### src/rtl/pcs_pkg.sv
`default_nettype none
// ============================================================================
// Module      : pcs_pkg
// Description : Shared types and constants for the 1000BASE-X PCS receive
//               synchronization block.
//               - pcs_state_t : synchronization FSM states
//               - comma patterns on code-group bits [9:3] (a..h order)
//               - default GOOD_CGS_MAX
//               - count_ones  : population count helper for a 10-bit vector
// Revision    : 1.0 - initial release
// ============================================================================
package pcs_pkg;

    typedef enum logic [3:0] {
        LOSS_OF_SYNC     = 4'd0,
        COMMA_DETECT_1   = 4'd1,
        ACQUIRE_SYNC_1   = 4'd2,
        COMMA_DETECT_2   = 4'd3,
        ACQUIRE_SYNC_2   = 4'd4,
        COMMA_DETECT_3   = 4'd5,
        SYNC_ACQUIRED_1  = 4'd6,
        SYNC_ACQUIRED_2  = 4'd7,
        SYNC_ACQUIRED_2A = 4'd8,
        SYNC_ACQUIRED_3  = 4'd9,
        SYNC_ACQUIRED_3A = 4'd10,
        SYNC_ACQUIRED_4  = 4'd11,
        SYNC_ACQUIRED_4A = 4'd12
    } pcs_state_t;

    // Seven-bit comma sequences, both disparities (bits abcdeif).
    localparam logic [6:0] c_comma_plus  = 7'b0011111;
    localparam logic [6:0] c_comma_minus = 7'b1100000;

    localparam int GOOD_CGS_MAX_DEFAULT = 3;

    function automatic logic [3:0] count_ones(input logic [9:0] v);
        logic [3:0] n;
        n = 4'd0;
        for (int i = 0; i < 10; i++) begin
            n = n + {3'b000, v[i]};
        end
        return n;
    endfunction

endpackage
`default_nettype wire

### src/rtl/pcs_cg_classify.sv
`default_nettype none
// ============================================================================
// Module      : pcs_cg_classify
// Description : Combinational code-group checker. Flags commas, checks the
//               ones-count validity of a 10-bit code-group (running disparity
//               is deliberately not tracked) and derives cgbad, which also
//               treats a comma at an odd position as bad.
// Ports       : i_pudi    [9:0] code-group, bit9 = a ... bit0 = j
//               i_rx_even       even/odd tag held before this group
//               o_comma         group carries a comma
//               o_valid         group passes the ones-count checks
//               o_cgbad         group is invalid or a misaligned comma
// Revision    : 1.0 - initial release
// ============================================================================
module pcs_cg_classify
    import pcs_pkg::*;
(
    input  logic [9:0] i_pudi,
    input  logic       i_rx_even,
    output logic       o_comma,
    output logic       o_valid,
    output logic       o_cgbad
);

    logic [3:0] w_ones_hi;
    logic [3:0] w_ones_lo;
    logic [3:0] w_ones_all;

    assign w_ones_hi  = count_ones({4'b0000, i_pudi[9:4]});
    assign w_ones_lo  = count_ones({6'b000000, i_pudi[3:0]});
    assign w_ones_all = count_ones(i_pudi);

    assign o_comma = (i_pudi[9:3] == c_comma_plus) || (i_pudi[9:3] == c_comma_minus);

    // 6b sub-block, 4b sub-block and whole group must each stay near balance.
    assign o_valid = (w_ones_hi  >= 4'd2) && (w_ones_hi  <= 4'd4) &&
                     (w_ones_lo  >= 4'd1) && (w_ones_lo  <= 4'd3) &&
                     (w_ones_all >= 4'd4) && (w_ones_all <= 4'd6);

    assign o_cgbad = !o_valid || (o_comma && i_rx_even);

endmodule
`default_nettype wire

### src/rtl/pcs_sync.sv
`default_nettype none
// ============================================================================
// Module      : pcs_sync
// Description : 1000BASE-X PCS receive synchronization state machine.
//               Acquires code-group alignment from commas, tolerates sparse
//               errors while synchronized and forwards each code-group with
//               its even/odd tag.
// Ports       : Clk              system clock, rising edge
//               mr_main_reset    asynchronous active-low reset
//               power_on         synchronous force to LOSS_OF_SYNC
//               PUDI      [9:0]  received code-group
//               PUDI_indicate    PUDI qualifier; FSM advances only when high
//               code_sync_status 1 = synchronized (registered)
//               SUDI     [10:0]  {rx_even, code-group} (registered)
// Revision    : 1.0 - initial release
// ============================================================================
module pcs_sync
    import pcs_pkg::*;
#(
    parameter int GOOD_CGS_MAX = GOOD_CGS_MAX_DEFAULT
) (
    input  logic        Clk,
    input  logic        mr_main_reset,
    input  logic        power_on,
    input  logic [9:0]  PUDI,
    input  logic        PUDI_indicate,
    output logic        code_sync_status,
    output logic [10:0] SUDI
);

    // good_cgs is only 2 bits, so the threshold is clamped to keep it from
    // wrapping if a larger value is configured.
    localparam logic [1:0] c_gc_max = (GOOD_CGS_MAX > 3) ? 2'd3 : GOOD_CGS_MAX[1:0];

    pcs_state_t  r_state;
    pcs_state_t  w_state_next;
    logic        r_rx_even;
    logic        w_rx_even_next;
    logic [1:0]  r_good_cgs;
    logic [1:0]  w_good_cgs_next;
    logic        r_sync;
    logic        w_sync_next;
    logic [10:0] r_sudi;

    logic w_comma;
    logic w_valid;
    logic w_cgbad;
    logic w_cggood;
    logic w_data;
    logic w_gc_full;

    pcs_cg_classify u_classify (
        .i_pudi    (PUDI),
        .i_rx_even (r_rx_even),
        .o_comma   (w_comma),
        .o_valid   (w_valid),
        .o_cgbad   (w_cgbad)
    );

    assign w_cggood  = !w_cgbad;
    assign w_data    = w_valid && !w_comma;
    assign w_gc_full = (r_good_cgs >= c_gc_max);

    always_comb begin
        w_state_next    = r_state;
        w_good_cgs_next = r_good_cgs;

        case (r_state)
            LOSS_OF_SYNC: begin
                if (w_comma) w_state_next = COMMA_DETECT_1;
            end
            COMMA_DETECT_1: w_state_next = w_data ? ACQUIRE_SYNC_1  : LOSS_OF_SYNC;
            COMMA_DETECT_2: w_state_next = w_data ? ACQUIRE_SYNC_2  : LOSS_OF_SYNC;
            COMMA_DETECT_3: w_state_next = w_data ? SYNC_ACQUIRED_1 : LOSS_OF_SYNC;
            ACQUIRE_SYNC_1: begin
                if (w_cgbad)                     w_state_next = LOSS_OF_SYNC;
                else if (w_comma && !r_rx_even)  w_state_next = COMMA_DETECT_2;
            end
            ACQUIRE_SYNC_2: begin
                if (w_cgbad)                     w_state_next = LOSS_OF_SYNC;
                else if (w_comma && !r_rx_even)  w_state_next = COMMA_DETECT_3;
            end
            SYNC_ACQUIRED_1: begin
                if (w_cgbad) begin
                    w_state_next    = SYNC_ACQUIRED_2;
                    w_good_cgs_next = 2'd0;
                end
            end
            SYNC_ACQUIRED_2, SYNC_ACQUIRED_3, SYNC_ACQUIRED_4: begin
                if (w_cggood) begin
                    w_good_cgs_next = 2'd1;
                    case (r_state)
                        SYNC_ACQUIRED_2: w_state_next = SYNC_ACQUIRED_2A;
                        SYNC_ACQUIRED_3: w_state_next = SYNC_ACQUIRED_3A;
                        default:         w_state_next = SYNC_ACQUIRED_4A;
                    endcase
                end else begin
                    w_good_cgs_next = 2'd0;
                    case (r_state)
                        SYNC_ACQUIRED_2: w_state_next = SYNC_ACQUIRED_3;
                        SYNC_ACQUIRED_3: w_state_next = SYNC_ACQUIRED_4;
                        default:         w_state_next = LOSS_OF_SYNC;
                    endcase
                end
            end
            SYNC_ACQUIRED_2A, SYNC_ACQUIRED_3A, SYNC_ACQUIRED_4A: begin
                if (w_cggood && !w_gc_full) begin
                    w_good_cgs_next = r_good_cgs + 2'd1;
                end else if (w_cggood) begin
                    // Enough consecutive good groups: recover one level.
                    w_good_cgs_next = 2'd0;
                    case (r_state)
                        SYNC_ACQUIRED_2A: w_state_next = SYNC_ACQUIRED_1;
                        SYNC_ACQUIRED_3A: w_state_next = SYNC_ACQUIRED_2;
                        default:          w_state_next = SYNC_ACQUIRED_3;
                    endcase
                end else begin
                    w_good_cgs_next = 2'd0;
                    case (r_state)
                        SYNC_ACQUIRED_2A: w_state_next = SYNC_ACQUIRED_3;
                        SYNC_ACQUIRED_3A: w_state_next = SYNC_ACQUIRED_4;
                        default:          w_state_next = LOSS_OF_SYNC;
                    endcase
                end
            end
            default: begin
                w_state_next    = LOSS_OF_SYNC;
                w_good_cgs_next = 2'd0;
            end
        endcase

        // COMMA_DETECT_n is never a self-loop, so landing in one always means
        // entering it: realign the even/odd tag there, toggle otherwise.
        w_rx_even_next = ((w_state_next == COMMA_DETECT_1) ||
                          (w_state_next == COMMA_DETECT_2) ||
                          (w_state_next == COMMA_DETECT_3)) ? 1'b1 : !r_rx_even;

        w_sync_next = (w_state_next == SYNC_ACQUIRED_1)  ||
                      (w_state_next == SYNC_ACQUIRED_2)  ||
                      (w_state_next == SYNC_ACQUIRED_2A) ||
                      (w_state_next == SYNC_ACQUIRED_3)  ||
                      (w_state_next == SYNC_ACQUIRED_3A) ||
                      (w_state_next == SYNC_ACQUIRED_4)  ||
                      (w_state_next == SYNC_ACQUIRED_4A);
    end

    always_ff @(posedge Clk or negedge mr_main_reset) begin
        if (!mr_main_reset) begin
            r_state    <= LOSS_OF_SYNC;
            r_rx_even  <= 1'b0;
            r_good_cgs <= 2'd0;
            r_sync     <= 1'b0;
            r_sudi     <= 11'd0;
        end else if (power_on) begin
            r_state    <= LOSS_OF_SYNC;
            r_rx_even  <= 1'b0;
            r_good_cgs <= 2'd0;
            r_sync     <= 1'b0;
            r_sudi     <= 11'd0;
        end else if (PUDI_indicate) begin
            r_state    <= w_state_next;
            r_rx_even  <= w_rx_even_next;
            r_good_cgs <= w_good_cgs_next;
            r_sync     <= w_sync_next;
            r_sudi     <= {w_rx_even_next, PUDI};
        end
    end

    assign code_sync_status = r_sync;
    assign SUDI             = r_sudi;

endmodule
`default_nettype wire

### config.mk
export PLATFORM = sky130hd
export DESIGN_NAME = pcs_sync
export DESIGN_NICKNAME = d
export VERILOG_FILES = /design/src/rtl/pcs_pkg.sv /design/src/rtl/pcs_cg_classify.sv /design/src/rtl/pcs_sync.sv
export SDC_FILE = /design/constraint.sdc
export NUM_CORES = 1
export LEC_CHECK = 0
export CORE_MARGIN = 2
export CORE_UTILIZATION = 54
export DETAILED_ROUTE_END_ITERATION = 8
export GPL_ROUTABILITY_DRIVEN = 0
export GPL_TIMING_DRIVEN = 0
export PLACE_DENSITY_LB_ADDON = 0.15
export REMOVE_ABC_BUFFERS = 1
export SYNTH_ARGS = -nofsm -noshare
export SYNTH_HDL_FRONTEND = slang
export SYNTH_SLANG_ARGS = --single-unit
### constraint.sdc
create_clock -name Clk -period 2.55 [get_ports Clk]
set_input_delay 0.51 -clock Clk [delete_from_list [all_inputs] [get_ports Clk]]
set_output_delay 0.51 -clock Clk [all_outputs]
set_load 0.02 [all_outputs]
# Yosys cells after proc, flatten, opt, wreduce, memory -nomap -nowiden
# Index checks and enable logic that the tools add are counted.
[word_totals]
register_bits = 19
in_bits = 14
out_inout_bits = 12
elab_cells = 115
[classes]
add_sub_neg = 15
magnitude_cmp = 7
n_eq_ne = 26
n_mux = 32
reduce_logical = 30
[ops]
columns = ["op", "n"]
rows = [
  ["4-bit by 1-bit adder with 4-bit output", 12],
  ["4-bit two-way mux", 11],
  ["4-bit equality test, second input constant", 10],
  ["4-bit case mux with 9 select lines", 1],
  ["4-bit by 3-bit equality test with 1-bit output, second input constant", 7],
  ["4-bit case mux with 2 select lines", 3],
  ["11-bit two-way mux", 2],
  ["4-bit by 2-bit equality test with 1-bit output, second input constant", 3],
  ["1-bit logical OR", 10],
  ["2-bit two-way mux", 5],
  ["1-bit logical AND", 9],
  ["4-bit by 1-bit equality test with 1-bit output, second input constant", 2],
  ["4-bit by 3-bit less-or-equal comparator with 1-bit output, second input constant", 2],
  ["2-bit case mux with 4 select lines", 1],
  ["7-bit by 5-bit equality test with 1-bit output, second input constant", 1],
  ["7-bit equality test, second input constant", 1],
  ["1-bit two-way mux", 6],
  ["3-bit two-way mux", 2],
  ["3-bit case mux with 2 select lines", 1],
  ["3-bit OR reduction", 2],
  ["6-bit OR reduction", 1],
  ["1-bit logical NOT", 5],
  ["1-bit by 1-bit adder with 2-bit output", 2],
  ["4-bit by 1-bit greater-or-equal comparator with 1-bit output, second input constant", 1],
  ["10 further kinds", 10],
]

# Longest topological paths before layout
# Gate-level depths: netlist of run 1.
[logic_depth]
word_depth = 27
mapped_depth = 17
mapped_depth_nobuf = 16

# Hierarchy
# A second synthesis of run 1 with hierarchy kept.
[unflattened]
hier_cells = 167
area_unflattened_um2 = 1596.5
[by_module_without_submodules]
columns = ["mod", "n_inst", "cells_each", "area_per_inst_um2", "seq_area_each_um2"]
rows = [
  ["pcs_sync", 1, 118, 1171.1, 450.4],
  ["pcs_cg_classify", 1, 49, 425.4, 0.0],
]

# Least setup slack after synthesis of run 1
# OpenSTA, ideal clock, no wires.
[synth_path]
kind = "in2reg"
start = "input PUDI[0]"
end = "register r_sync (netlist: code_sync_status)"
setup_ns = 0.071
arrival_time_ns = 4.407
t_required_ns = 2.479
slack_ns = -1.928
cell_stages = 17
n_path_buf = 1
path_cell_list = "ha_1 > inv_1 > fa_1 > inv_1 > fa_1 > fa_1 > fa_1 > a211oi_1 > o221a_2 > buf_2 > and3_1 > ha_1 > o2bb2ai_1 > a32oi_1 > nand3b_1 > a311o_1 > nand4_1"
[synth_between]
elab_chain_len = 27
word_cells_on_any_way = 47
classes_between = "add/sub (9); order compare (4); eq/ne (7); mux (12); reduce/logical (15)"
[synth_lines]
columns = ["item", "line_no", "text"]
rows = [
  ["start, declared", "pcs_sync.sv:25", "input logic [9:0] PUDI,"],
  ["1-bit by 1-bit adder with 2-bit output (*)", "pcs_pkg.sv:40", "n = n + {3'b000, v[i]};"],
  ["4-bit by 1-bit adder with 4-bit output (*) (2 in series)", "pcs_pkg.sv:40", ""],
  ["4-bit by 1-bit adder with 4-bit output (6 in series)", "pcs_pkg.sv:40", ""],
  ["4-bit by 3-bit greater-or-equal comparator with 1-bit output", "pcs_cg_classify.sv:38", "(w_ones_all >= 4'd4) && (w_ones_all <= 4'd6);"],
  ["1-bit logical AND", "pcs_cg_classify.sv:37", "(w_ones_lo >= 4'd1) && (w_ones_lo <= 4'd3) &&"],
  ["1-bit logical AND (*)", "pcs_cg_classify.sv:38", ""],
  ["1-bit logical NOT", "pcs_cg_classify.sv:40", "assign o_cgbad = !o_valid || (o_comma && i_rx_even);"],
  ["1-bit logical OR", "pcs_cg_classify.sv:40", ""],
  ["[5 not listed]", "n/a", ""],
  ["1-bit logical OR", "pcs_sync.sv:138", "w_sync_next = (w_state_next == SYNC_ACQUIRED_1) ||"],
  ["1-bit logical OR", "pcs_sync.sv:139", "(w_state_next == SYNC_ACQUIRED_2) ||"],
  ["1-bit logical OR", "pcs_sync.sv:140", "(w_state_next == SYNC_ACQUIRED_2A) ||"],
  ["1-bit logical OR", "pcs_sync.sv:141", "(w_state_next == SYNC_ACQUIRED_3) ||"],
  ["1-bit logical OR", "pcs_sync.sv:142", "(w_state_next == SYNC_ACQUIRED_3A) ||"],
  ["1-bit logical OR (*)", "pcs_sync.sv:143", "(w_state_next == SYNC_ACQUIRED_4) ||"],
  ["1-bit two-way mux (*)", "pcs_sync.sv:160", "end else if (PUDI_indicate) begin"],
  ["1-bit two-way mux (*)", "pcs_sync.sv:154", "end else if (power_on) begin"],
  ["end signal, assigned", "pcs_sync.sv:164", "r_sync <= w_sync_next;"],
  ["end, declared", "pcs_sync.sv:41", "logic r_sync;"],
]
# Mark *: on every way between the ends. The rest lies on a longest branch, timed or not. The select of a mux whose other input is x is not followed.
# A chain may end at the register's enable or synchronous reset.

# Worst setup path in the final report of run 1
[layout_path]
start = "input PUDI[0]"
end = "register r_rx_even"
[layout_between]
elab_chain_len = 24
word_cells_on_any_way = 40
classes_between = "add/sub (9); order compare (4); eq/ne (3); mux (13); reduce/logical (11)"
[layout_lines]
columns = ["item", "line_no", "text"]
rows = [
  ["1-bit by 1-bit adder with 2-bit output (*)", "pcs_pkg.sv:40", ""],
  ["4-bit by 1-bit adder with 4-bit output (*) (2 in series)", "pcs_pkg.sv:40", ""],
  ["4-bit by 1-bit adder with 4-bit output (6 in series)", "pcs_pkg.sv:40", ""],
  ["4-bit by 3-bit greater-or-equal comparator with 1-bit output", "pcs_cg_classify.sv:38", ""],
  ["1-bit logical AND", "pcs_cg_classify.sv:37", ""],
  ["1-bit logical AND (*)", "pcs_cg_classify.sv:38", ""],
  ["1-bit logical NOT", "pcs_cg_classify.sv:40", ""],
  ["1-bit logical OR", "pcs_cg_classify.sv:40", ""],
  ["[2 not listed]", "n/a", ""],
  ["4-bit two-way mux", "pcs_sync.sv:107", "if (w_cggood && !w_gc_full) begin"],
  ["4-bit case mux with 9 select lines (*)", "pcs_sync.sv:68", "case (r_state)"],
  ["4-bit by 1-bit equality test with 1-bit output or 4-bit by 2-bit equality test with 1-bit output (tied branches)", "pcs_sync.sv:134, pcs_sync.sv:135", ""],
  ["1-bit logical OR", "pcs_sync.sv:134", "w_rx_even_next = ((w_state_next == COMMA_DETECT_1) ||"],
  ["1-bit logical OR (*)", "pcs_sync.sv:135", "(w_state_next == COMMA_DETECT_2) ||"],
  ["1-bit two-way mux (*)", "pcs_sync.sv:136", "(w_state_next == COMMA_DETECT_3)) ? 1'b1 : !r_rx_even;"],
  ["1-bit two-way mux (*)", "pcs_sync.sv:160", ""],
  ["1-bit two-way mux (*)", "pcs_sync.sv:154", ""],
  ["end signal, assigned", "pcs_sync.sv:162", "r_rx_even <= w_rx_even_next;"],
  ["end, declared", "pcs_sync.sv:37", "logic r_rx_even;"],
]
# Marked as above.

==> impl_metrics.tcl, run 1 <==
set metrics [dict create \
    num_antenna_cells 0 \
    most_common_library_cell_in_the_layout_ignoring_fill_and_taps "sky130_fd_sc_hd__nor2_1" \
    route.final.wire_length_mm 4.173 \
    cap_violations 0 \
    dp_worst_setup_slack_ps -2771 \
    cts_made_buffers 3 \
    cellPowerDensity_nw_per_um2 452.2 \
    ff2ff_setup_slack_ps 50 \
    core.rowCount 19 \
    cp_slowest_cell "sky130_fd_sc_hd__fa_1" \
    number_of_antenna_violations_at_the_first_check_in_global_routing 0 \
    vdd.ir_drop.worst_mv 0.3315 \
    clock-skew-final_ps 4.997 \
    floorplan.die_area_sq_um 3485 \
    min-delay-path-class "input port to flop" \
    yosys.cell_types.count 50 \
    drt-pass1-iter-count 4 \
    final_period_minus_worst_setup_slack_ps 4201 \
    synth_xor_area_share_pct 0.5356 \
    timing.critical_path.slowest_cell_delay_ps 500 \
    worst_slew_pin_slew_ps 978.2 \
    route.met3.wl_microns 214 \
    clk_path_buf_depth 2 \
    critPathRequiredTime_ps 2750 \
    clock-sinks 18 \
    post_cts_hold_buffer_count 0 \
    dr.max_layer_used "met4" \
    grt_pass1_vias 1517 \
    syn_area_per_cell_sq_um 9.239 \
    critical_path.top_delay_family "adder cells" \
    finalSetupViolCount 8 \
    critical_path_fanout_max 3 \
    syn_to_final_growth_pct 24.71 \
    final_hold_fails 0 \
    core_area_sq_um 2805 \
    start_kind "input port" \
    num_ports 26 \
    violations "setup timing" \
    wire_per_inst_microns 17.91 \
    final_layout_size_suffix_gt1_share_pct 18.32 \
    post-route-period-util_pct 164.7 \
    run_status "finished with violations" \
    compound_cell_area_share_of_the_yosys_netlist_pct 18.82 \
    timing.critical_path.mode_cell "sky130_fd_sc_hd__fa_1" \
    power.leakage_nw 0.9273 \
    nNetsFinal 236 \
    fp.dieW_microns 59.03 \
    seq_area_frac_synth_pct 27.54 \
    synth.yosys.warnings 0 \
    drtIter0Drc 119 \
    largest_net_degree_at_the_start_of_global_routing 21 \
    postLayoutCoreUtil_pct 72.70 \
    grt_setup_unrepaired "true" \
    crit_buf_inv 4 \
    worstHoldStart "PUDI[0]" \
    worst_setup_hold_path_clk_slew_ps 100 \
    antenna_violating_nets_post_route 0 \
    main_combinational_cell_family_by_area_after_synthesis "simple AND/OR/NAND/NOR gates" \
    vias_per_cell 6.408 \
    post_synth_instance_area_sq_um 1635 \
    gr-total-overflow 0 \
    slew_viol_final 0 \
    deepest_level_of_the_cts_h_tree 1 \
    grt_util_all_layers_pct 27.52 \
    reg_to_reg_critical_path_startpoint "r_rx_even$_DFFE_PN0P_" \
    numPortBuffers 25 \
    postSynthRegisterBits 18 \
    synth-edff-count 0 \
    cp_data_arrival_time_ps 4400 \
    worst_setup_path_startpoint "PUDI[0]" \
    slew_headroom_pct 34.58 \
    worstSkewPairLatency_ps 290 \
    drt_drc_violations_left 0 \
    die-height_microns 59.03 \
    worstPathCellList "buf_8, ha_4, inv_2, fa_1, inv_2, fa_1, fa_2, fa_1, a211oi_2, o221a_2, and3_4, ha_4, o2bb2ai_2, a32oi_2, buf_4, nand2_2, o41ai_2" \
    timing.setup.critical_path_class "input port to flop" \
    synth_flop_type "sky130_fd_sc_hd__dfrtp_1" \
    met1Wirelength_mm 1.816 \
    mostFrequentLayoutCells "sky130_fd_sc_hd__nor2_1 (21), sky130_fd_sc_hd__dfrtp_1 (18), sky130_fd_sc_hd__clkdlybuf4s50_1 (17)" \
    detailroute.via_count 1493 \
    synth_mux_area_share_pct 7.422 \
    tritoncts "built" \
    worst_setup_path_end_kind "flop" \
    grt_pass1_wl_mm 7.176 \
    synth_fa_ha_area_share_pct 17.90 \
    detailedPlacementHpwl_mm 3.018 \
    synth_simple_gate_area_share_pct 21.27 \
    postSynthCellCount 177 \
    root_buffer "sky130_fd_sc_hd__clkbuf_4" \
    initial_core_util_pct 58.30 \
    met2RoutedLength_mm 2.069 \
    synth-async-reset-ratio_pct 100.0 \
    timing.fmax_mhz 238.1 \
    finalWorstSetupSlack_ps -1651 \
]
==> timing repair <==
item,in CTS,in global routing
cloned,0,0
gates resized for setup,33,6
pin swaps,13,15
buffers inserted,5,4
endpoints found under the setup margin,8,8
==> metrics by stage <==
step | hold slack, ps | instances | instance area [sq um] | total power, W | setup TNS (ps)
2_1_floorplan | 214.4 | 166 | 1589 | 0.0005540 | -12190
3_3_place_gp | 481.0 | 222 | 1878 | 0.0006691 | -18290
3_5_place_dp | 505.3 | 222 | 1878 | 0.0006931 | -19230
4_1_cts | 465.2 | 230 | 2012 | 0.0009006 | -12910
5_1_grt | 483.7 | 233 | 2039 | 0.0009871 | -12790
6_report | 477.7 | 233 | 2039 | 0.0009222 | -11580
==> worst register-to-register path: cells and delay by family (launching register included) <==
family / cells / cell delay (ps)
simple gates: 3 / 590
compound gates: 4 / 970
flops: 1 / 480
buf+inv: 1 / 160
fa+ha+maj: 1 / 200
==> metal layers <==
metal	vias up	GRT usage (%)
met2	64	45.08
met5	-	0
met1	732	37.20
met3	8	1.747
li1	689	-
met4	0	13.31
==> worst paths after layout <==
path	to	depth (start not counted)
min	SUDI[0]$_DFFE_PN0P_	3
max in group asynchronous	SUDI[5]$_DFFE_PN0P_	1
max	r_rx_even$_DFFE_PN0P_	17
max reg2reg	r_rx_even$_DFFE_PN0P_	9
min reg2reg	SUDI[2]$_DFFE_PN0P_	2
min in group asynchronous	r_good_cgs[1]$_DFFE_PN0P_	1
==> state kept, by name, summed over array words and instances (netlist names) <==
register	flops
SUDI	10
code_sync_status	1
r_good_cgs	2
r_rx_even	1
r_state	4
==> area by class of cell <==
type	count	area, sq um
fillers	202	765.7
flip-flops and latches	18	450.4
well taps	31	38.79
inverters	16	60.06
repair buffers	33	309.0
multi-input cells	132	1159
clock buffers	3	22.52
==> synthesized netlist by cell type, drive strengths merged (2+ instances only) <==
master,instances,area [sq um]
ha,9,112.6
nand3,3,15.01
clkbuf,8,30.03
inv,16,60.06
o2111ai,2,17.52
nand2,9,33.78
nand2b,3,18.77
buf,3,16.26
o221a,2,22.52
nor3,2,10.01
a21oi,4,20.02
a41oi,3,26.28
nand4,4,25.02
and2,2,12.51
nor2b,4,25.02
mux2i,11,110.1
and3,2,12.51
a211oi,2,15.01
fa,9,180.2
a31oi,3,18.77
and4b,2,20.02
nor2,21,78.83
and3b,2,17.52
a21o,2,15.01
o21ai,7,35.03
a32oi,2,17.52
dfrtp,18,450.4
nand3b,2,15.01
==> power by group <==
group	internal [W]	switching, W
clock network	0.0000550	0.0000828
logic	0.000220	0.000237
registers	0.000301	0.0000253
==> cells by family (layout without fill, tap and decap cells) <==
| family | count (synthesis) | after routing |
|---|---|---|
| mux | 12 | 12 |
| buf+inv | 27 | 52 |
| compound gates | 39 | 39 |
| xor+xnor | 1 | 1 |
| simple gates | 62 | 62 |
| flops | 18 | 18 |
| fa+ha+maj | 18 | 18 |
Power figures use the tool's default switching activity.
==> run 2: changes to the inputs <==
--- a/config.mk
+++ b/config.mk
@@ -9,7 +9,6 @@
 export CORE_UTILIZATION = 54
 export DETAILED_ROUTE_END_ITERATION = 8
 export GPL_ROUTABILITY_DRIVEN = 0
-export GPL_TIMING_DRIVEN = 0
 export PLACE_DENSITY_LB_ADDON = 0.15
 export REMOVE_ABC_BUFFERS = 1
 export SYNTH_ARGS = -nofsm -noshare
==> impl_metrics.tcl, run 2 (same netlist as run 1, synthesis figures left out) <==
set metrics [dict create \
    run_status "finished with violations" \
    violations "setup timing" \
    ff2ff_setup_slack_ps 180 \
    post_cts_hold_buffer_count 0 \
    start_kind "input port" \
    finalSetupViolCount 8 \
    power.combinational.fraction_pct 49.6 \
    min_delay_worst_endpoint "SUDI[1]$_DFFE_PN0P_" \
    largest_register_ffs 10 \
    syn_to_final_growth_pct 35.27 \
    num_antenna_cells 0 \
    whs_path_depth 3 \
    gr-total-overflow 0 \
    worstSkewPairLatency_ps 290 \
    number_of_antenna_violations_at_the_first_check_in_global_routing 0 \
    deepest_level_of_the_cts_h_tree 1 \
    drt-pass1-iter-count 4 \
    power.leakage_nw 0.9908 \
    critPathRequiredTime_ps 2770 \
    drt_drc_violations_left 0 \
    antenna_violating_nets_post_route 0 \
    timing.fmax_mhz 237.7 \
    clock_power_share_pct 17.6 \
    route.final.wire_length_mm 4.414 \
    cellPowerDensity_nw_per_um2 453.2 \
    vias_per_cell 6.178 \
    clock-skew-final_ps 0.5043 \
    grt_pass1_vias 1581 \
    vdd.ir_drop.worst_mv 0.3888 \
    core_area_sq_um 2805 \
    critical_path_fanout_max 3 \
    fp.dieW_microns 59.03 \
    mostFrequentLayoutCells "sky130_fd_sc_hd__nor2_1 (20), sky130_fd_sc_hd__buf_4 (20), sky130_fd_sc_hd__dfrtp_1 (18), sky130_fd_sc_hd__clkdlybuf4s50_1 (18), sky130_fd_sc_hd__inv_1 (15)" \
    die-height_microns 59.03 \
    grt_pass1_wl_mm 7.583 \
    detailroute.via_count 1526 \
    filler_cell_count 177 \
    timing.critical_path.slowest_cell_delay_ps 480 \
    worst_setup_path_end_kind "flop" \
    final_period_minus_worst_setup_slack_ps 4207 \
    detailedPlacementHpwl_mm 3.225 \
    cts_made_buffers 3 \
    post-place-cells 241 \
    worst_r2r_endpoint "code_sync_status$_DFFE_PN0P_" \
    internal-power_w 0.0006342 \
    final_hold_fails 0 \
    cp_slowest_cell "sky130_fd_sc_hd__fa_1" \
    grt_util_all_layers_pct 28.84 \
    core.rowCount 19 \
    worst_setup_hold_path_clk_slew_ps 110 \
    timing.setup.critical_path_class "input port to flop" \
    wire_per_inst_microns 17.87 \
    critical_path.top_delay_family "adder cells" \
    slew_viol_final 0 \
    share_seq_of_total_power_pct 32.8 \
    worstPathCellList "buf_8, ha_4, inv_2, fa_1, inv_1, fa_1, fa_2, fa_2, a211oi_2, o221a_2, and3_4, ha_4, o2bb2ai_4, a32oi_4, nand3b_1, a311o_1, nand4_1" \
    clock-sinks 18 \
    grt_setup_unrepaired "true" \
    cap_violations 0 \
    post-route-period-util_pct 165.0 \
    worst-r2r-cell-count 8 \
    num_ports 26 \
    worst_slew_pin_slew_ps 790.8 \
    tritoncts "built" \
    reg_to_reg_critical_path_startpoint "r_state[3]$_DFFE_PN0P_" \
    slew_headroom_pct 47.11 \
    numPortBuffers 25 \
    floorplan.die_area_sq_um 3485 \
    final_layout_size_suffix_gt1_share_pct 25.00 \
    layoutNonFillerInstCount 247 \
    worstHoldStart "PUDI[1]" \
    postPlaceCellArea_sq_um 2021 \
    nNetsFinal 249 \
    crit_buf_inv 3 \
    fin_area_sq_um 2212 \
    worst_setup_path_startpoint "PUDI[0]" \
    power_switching_w 0.0003683 \
    drtIter0Drc 102 \
    clk_path_buf_depth 2 \
    swShare_pct 36.74 \
    initial_core_util_pct 58.30 \
    finalWorstSetupSlack_ps -1657 \
    root_buffer "sky130_fd_sc_hd__clkbuf_4" \
    largest_net_degree_at_the_start_of_global_routing 19 \
    min-delay-path-class "input port to flop" \
    cp_data_arrival_time_ps 4430 \
]
run 2: cell types whose count changed in the layout (fill, tap and decap cells not counted), moves of 2 or more:
cell | previous run | this run
sky130_fd_sc_hd__o21ai_2 | 0 | 2
sky130_fd_sc_hd__a41oi_2 | 1 | 3
sky130_fd_sc_hd__buf_4 | 8 | 20
sky130_fd_sc_hd__a41oi_1 | 2 | 0
run 2: stage by stage:
| step | total power [W] | setup TNS, ps | hold slack (ps) | utilization [%] | setup slack [ps] |
|---|---|---|---|---|---|
| 2_1_floorplan | 0.0005540 | -12190 | 214.4 | - | -1870 |
| 3_3_place_gp | 0.0007149 | -16780 | 490.3 | 72.03 | -2375 |
| 3_5_place_dp | 0.0007412 | -18110 | 490.1 | 72.03 | -2577 |
| 4_1_cts | 0.001008 | -12610 | 479.6 | 77.92 | -1828 |
| 5_1_grt | 0.001061 | -12060 | 508.3 | 78.86 | -1786 |
| 6_report | 0.001002 | -11220 | 494.7 | 78.86 | -1657 |
run 2: power by group through the flow:
stage               Combinational [W]  Sequential [W]  Clock [W]
floorplan                    0.000214        0.000340          0
global placement             0.000386        0.000329          0
detailed placement           0.000411        0.000330          0
CTS                          0.000498        0.000326   0.000184
global route                 0.000539        0.000331   0.000191
finish                       0.000498        0.000329   0.000176
run 2: per-layer routing:
metal	vias up	share of wire, %	wire, microns	track usage [%]
li1	714	-	-	-
met1	758	46	2020	42.27
met2	52	49	2168	45.40
met3	2	4.6	205	3.712
met4	0	0.45	20	7.468
met5	-	0	0	0
run 2: cell type report:
| cell class | count | area, sq um | area share (%) |
|---|---|---|---|
| clock buffer | 4 | 36.28 | 1.640 |
| inverter | 16 | 60.06 | 2.715 |
| multi-input combinational | 132 | 1211 | 54.75 |
| sequential | 18 | 450.4 | 20.36 |
| tap | 31 | 38.79 | 1.753 |
| timing repair buffer | 46 | 415.4 | 18.78 |
run 2: timing repair:
| action | 4_1_cts | 5_1_grt |
|---|---|---|
| pin swaps | 19 | 15 |
| buffers inserted | 4 | 3 |
| resized for setup | 37 | 9 |
| endpoints found under the hold margin | 0 | 0 |
| endpoints found under the setup margin | 8 | 8 |
run 2: worst max path at each step:
stage	depth (start not counted)	end
after floorplan	16	code_sync_status$_DFFE_PN0P_
after global placement	17	code_sync_status$_DFFE_PN0P_
after detailed placement	17	code_sync_status$_DFFE_PN0P_
after CTS	17	code_sync_status$_DFFE_PN0P_
after global routing	17	code_sync_status$_DFFE_PN0P_
final	17	code_sync_status$_DFFE_PN0P_
run 2: worst reg2reg max path: stages, from the launching register on:
cell and delay, ps:
sky130_fd_sc_hd__dfrtp_1 640, sky130_fd_sc_hd__inv_1 240, sky130_fd_sc_hd__nor3_1 320, sky130_fd_sc_hd__ha_4 270
sky130_fd_sc_hd__o2bb2ai_4 140, sky130_fd_sc_hd__a32oi_4 210, sky130_fd_sc_hd__nand3b_1 130, sky130_fd_sc_hd__a311o_1 290
sky130_fd_sc_hd__nand4_1 80
==> run 3: changes to the inputs <==
--- a/config.mk
+++ b/config.mk
@@ -11,6 +11,7 @@
 export GPL_ROUTABILITY_DRIVEN = 0
 export PLACE_DENSITY_LB_ADDON = 0.15
 export REMOVE_ABC_BUFFERS = 1
+export SKIP_LAST_GASP = 1
 export SYNTH_ARGS = -nofsm -noshare
 export SYNTH_HDL_FRONTEND = slang
 export SYNTH_SLANG_ARGS = --single-unit
==> impl_metrics.tcl, run 3 (same netlist as run 1, synthesis figures left out) <==
set metrics [dict create \
    tritoncts "built" \
    run_status "finished with violations" \
    postPlaceCellArea_sq_um 2021 \
    vias_per_cell 6.254 \
    grt_pass1_wl_mm 7.514 \
    fin_area_sq_um 2212 \
    die-height_microns 59.03 \
    mostFrequentLayoutCells "sky130_fd_sc_hd__buf_4 (21), sky130_fd_sc_hd__nor2_1 (20), sky130_fd_sc_hd__dfrtp_1 (18), sky130_fd_sc_hd__clkdlybuf4s50_1 (18), sky130_fd_sc_hd__inv_1 (15)" \
    antenna_violating_nets_post_route 0 \
    core_area_sq_um 2805 \
    post_cts_hold_buffer_count 0 \
    grt_pass1_vias 1573 \
    finalSetupViolCount 8 \
    worstHoldStart "PUDI[1]" \
    largest_net_degree_at_the_start_of_global_routing 19 \
    postLayoutCoreUtil_pct 78.86 \
    start_kind "input port" \
    number_of_antenna_violations_at_the_first_check_in_global_routing 0 \
    critical_path_fanout_max 3 \
    floorplan.die_area_sq_um 3485 \
    largest_register_ffs 10 \
    internal-power_w 0.0006344 \
    min_delay_worst_endpoint "SUDI[1]$_DFFE_PN0P_" \
    route.final.wire_length_mm 4.395 \
    drt_drc_violations_left 0 \
    cellPowerDensity_nw_per_um2 452.7 \
    cp_data_arrival_time_ps 4420 \
    final_hold_fails 0 \
    root_buffer "sky130_fd_sc_hd__clkbuf_4" \
    clock-skew-final_ps 0.7355 \
    numPortBuffers 25 \
    drtIter0Drc 93 \
    filler_cell_count 175 \
    nNetsFinal 250 \
    worstSkewPairLatency_ps 290 \
    grt_setup_unrepaired "true" \
    worst_setup_path_end_kind "flop" \
    power.combinational.fraction_pct 49.5 \
    reg_to_reg_critical_path_startpoint "r_state[3]$_DFFE_PN0P_" \
    initial_core_util_pct 58.30 \
    violations "setup timing" \
    wire_per_inst_microns 17.72 \
    fp.dieW_microns 59.03 \
    final_layout_size_suffix_gt1_share_pct 24.88 \
    min-delay-path-class "input port to flop" \
    slew_headroom_pct 47.30 \
    ff2ff_setup_slack_ps 220 \
    detailedPlacementHpwl_mm 3.225 \
    area.sequential_sq_um 450.4 \
    final_period_minus_worst_setup_slack_ps 4198 \
    gr-total-overflow 0 \
    whs_path_depth 3 \
    worst_r2r_endpoint "code_sync_status$_DFFE_PN0P_" \
    cap_violations 0 \
    drt-pass1-iter-count 4 \
    swShare_pct 36.65 \
    cts_made_buffers 3 \
    power_switching_w 0.0003670 \
    deepest_level_of_the_cts_h_tree 1 \
    critPathRequiredTime_ps 2780 \
    clock_power_share_pct 17.6 \
    detailroute.via_count 1551 \
    worst_slew_pin_slew_ps 788.1 \
    worst_hold_slack_ps 495.1 \
    post-layout-total-power_w 0.001001 \
    vdd.ir_drop.worst_mv 0.3867 \
    most_common_library_cell_in_the_layout_ignoring_fill_and_taps "sky130_fd_sc_hd__buf_4" \
    share_seq_of_total_power_pct 32.8 \
    post-route-period-util_pct 164.6 \
    worst_setup_path_startpoint "PUDI[0]" \
    finalWorstSetupSlack_ps -1648 \
    slew_viol_final 0 \
    timing.fmax_mhz 238.2 \
    power.leakage_nw 0.9947 \
    timing.setup.critical_path_class "input port to flop" \
    core.rowCount 19 \
    num_antenna_cells 0 \
    num_ports 26 \
    multi_input_area_sq_um 1204 \
    clock-sinks 18 \
    clk_path_buf_depth 2 \
    final.setup.tns_ps -11170 \
    grt_util_all_layers_pct 28.56 \
    worst_setup_hold_path_clk_slew_ps 110 \
    syn_to_final_growth_pct 35.27 \
    worst-r2r-cell-count 8 \
]
[run 3: cell types whose count changed in the layout (fill, tap and decap cells not counted), sizes merged]
cell and change:
buf +1
[run 3: metrics by stage]
| step | worst slack, ps | cells |
|---|---|---|
| floorplan | -1870 | 166 |
| detailed placement | -2577 | 241 |
| global placement | -2375 | 241 |
| CTS | -1828 | 249 |
| global route | -1786 | 248 |
| finish | -1648 | 248 |
[run 3: worst max-delay path by stage]
| stage | end | cells after the start |
|---|---|---|
| after floorplan | code_sync_status$_DFFE_PN0P_ | 16 |
| after global placement | code_sync_status$_DFFE_PN0P_ | 17 |
| after detailed placement | code_sync_status$_DFFE_PN0P_ | 17 |
| after CTS | code_sync_status$_DFFE_PN0P_ | 17 |
| after global routing | code_sync_status$_DFFE_PN0P_ | 17 |
| final | code_sync_status$_DFFE_PN0P_ | 17 |
[run 3: routing by layer]
layer,vias up,track usage (%),share of wire [%]
li1,716,-,-
met1,762,41.84,45
met2,65,44.92,48
met3,8,3.712,6.1
met4,0,7.468,0.82
met5,-,0,0
[run 3: power groups by stage]
stage,combinational [W],sequential [W],clock [W]
after floorplan,0.000214,0.000340,0
after global placement,0.000386,0.000329,0
after detailed placement,0.000411,0.000330,0
after CTS,0.000489,0.000326,0.000184
after global routing,0.000538,0.000331,0.000191
final,0.000496,0.000329,0.000177
[run 3: area by class of cell]
| type | count | share of cell area, % |
|---|---|---|
| inverters | 16 | 2.715 |
| flip-flops and latches | 18 | 20.36 |
| well taps | 31 | 1.753 |
| clock buffers | 4 | 1.640 |
| repair buffers | 47 | 19.12 |
| multi-input cells | 132 | 54.41 |
[run 3: what timing repair did]
item,4_1_cts,5_1_grt
pin swaps,19,15
gates cloned,0,0
buffers inserted,4,4
endpoints found under the setup margin,8,8
resized for setup,33,12
[run 3: worst max-delay path, stage by stage]
cell	delay, ps
sky130_fd_sc_hd__buf_8	100
sky130_fd_sc_hd__ha_4	250
sky130_fd_sc_hd__inv_2	30
sky130_fd_sc_hd__fa_1	480
sky130_fd_sc_hd__inv_1	60
sky130_fd_sc_hd__fa_1	480
sky130_fd_sc_hd__fa_2	380
sky130_fd_sc_hd__fa_2	440
sky130_fd_sc_hd__a211oi_2	220
sky130_fd_sc_hd__o221a_2	230
sky130_fd_sc_hd__and3_4	200
sky130_fd_sc_hd__ha_4	200
sky130_fd_sc_hd__o2bb2ai_4	140
sky130_fd_sc_hd__a32oi_4	210
sky130_fd_sc_hd__nand3b_1	120
sky130_fd_sc_hd__a311o_1	280
sky130_fd_sc_hd__nand4_1	80
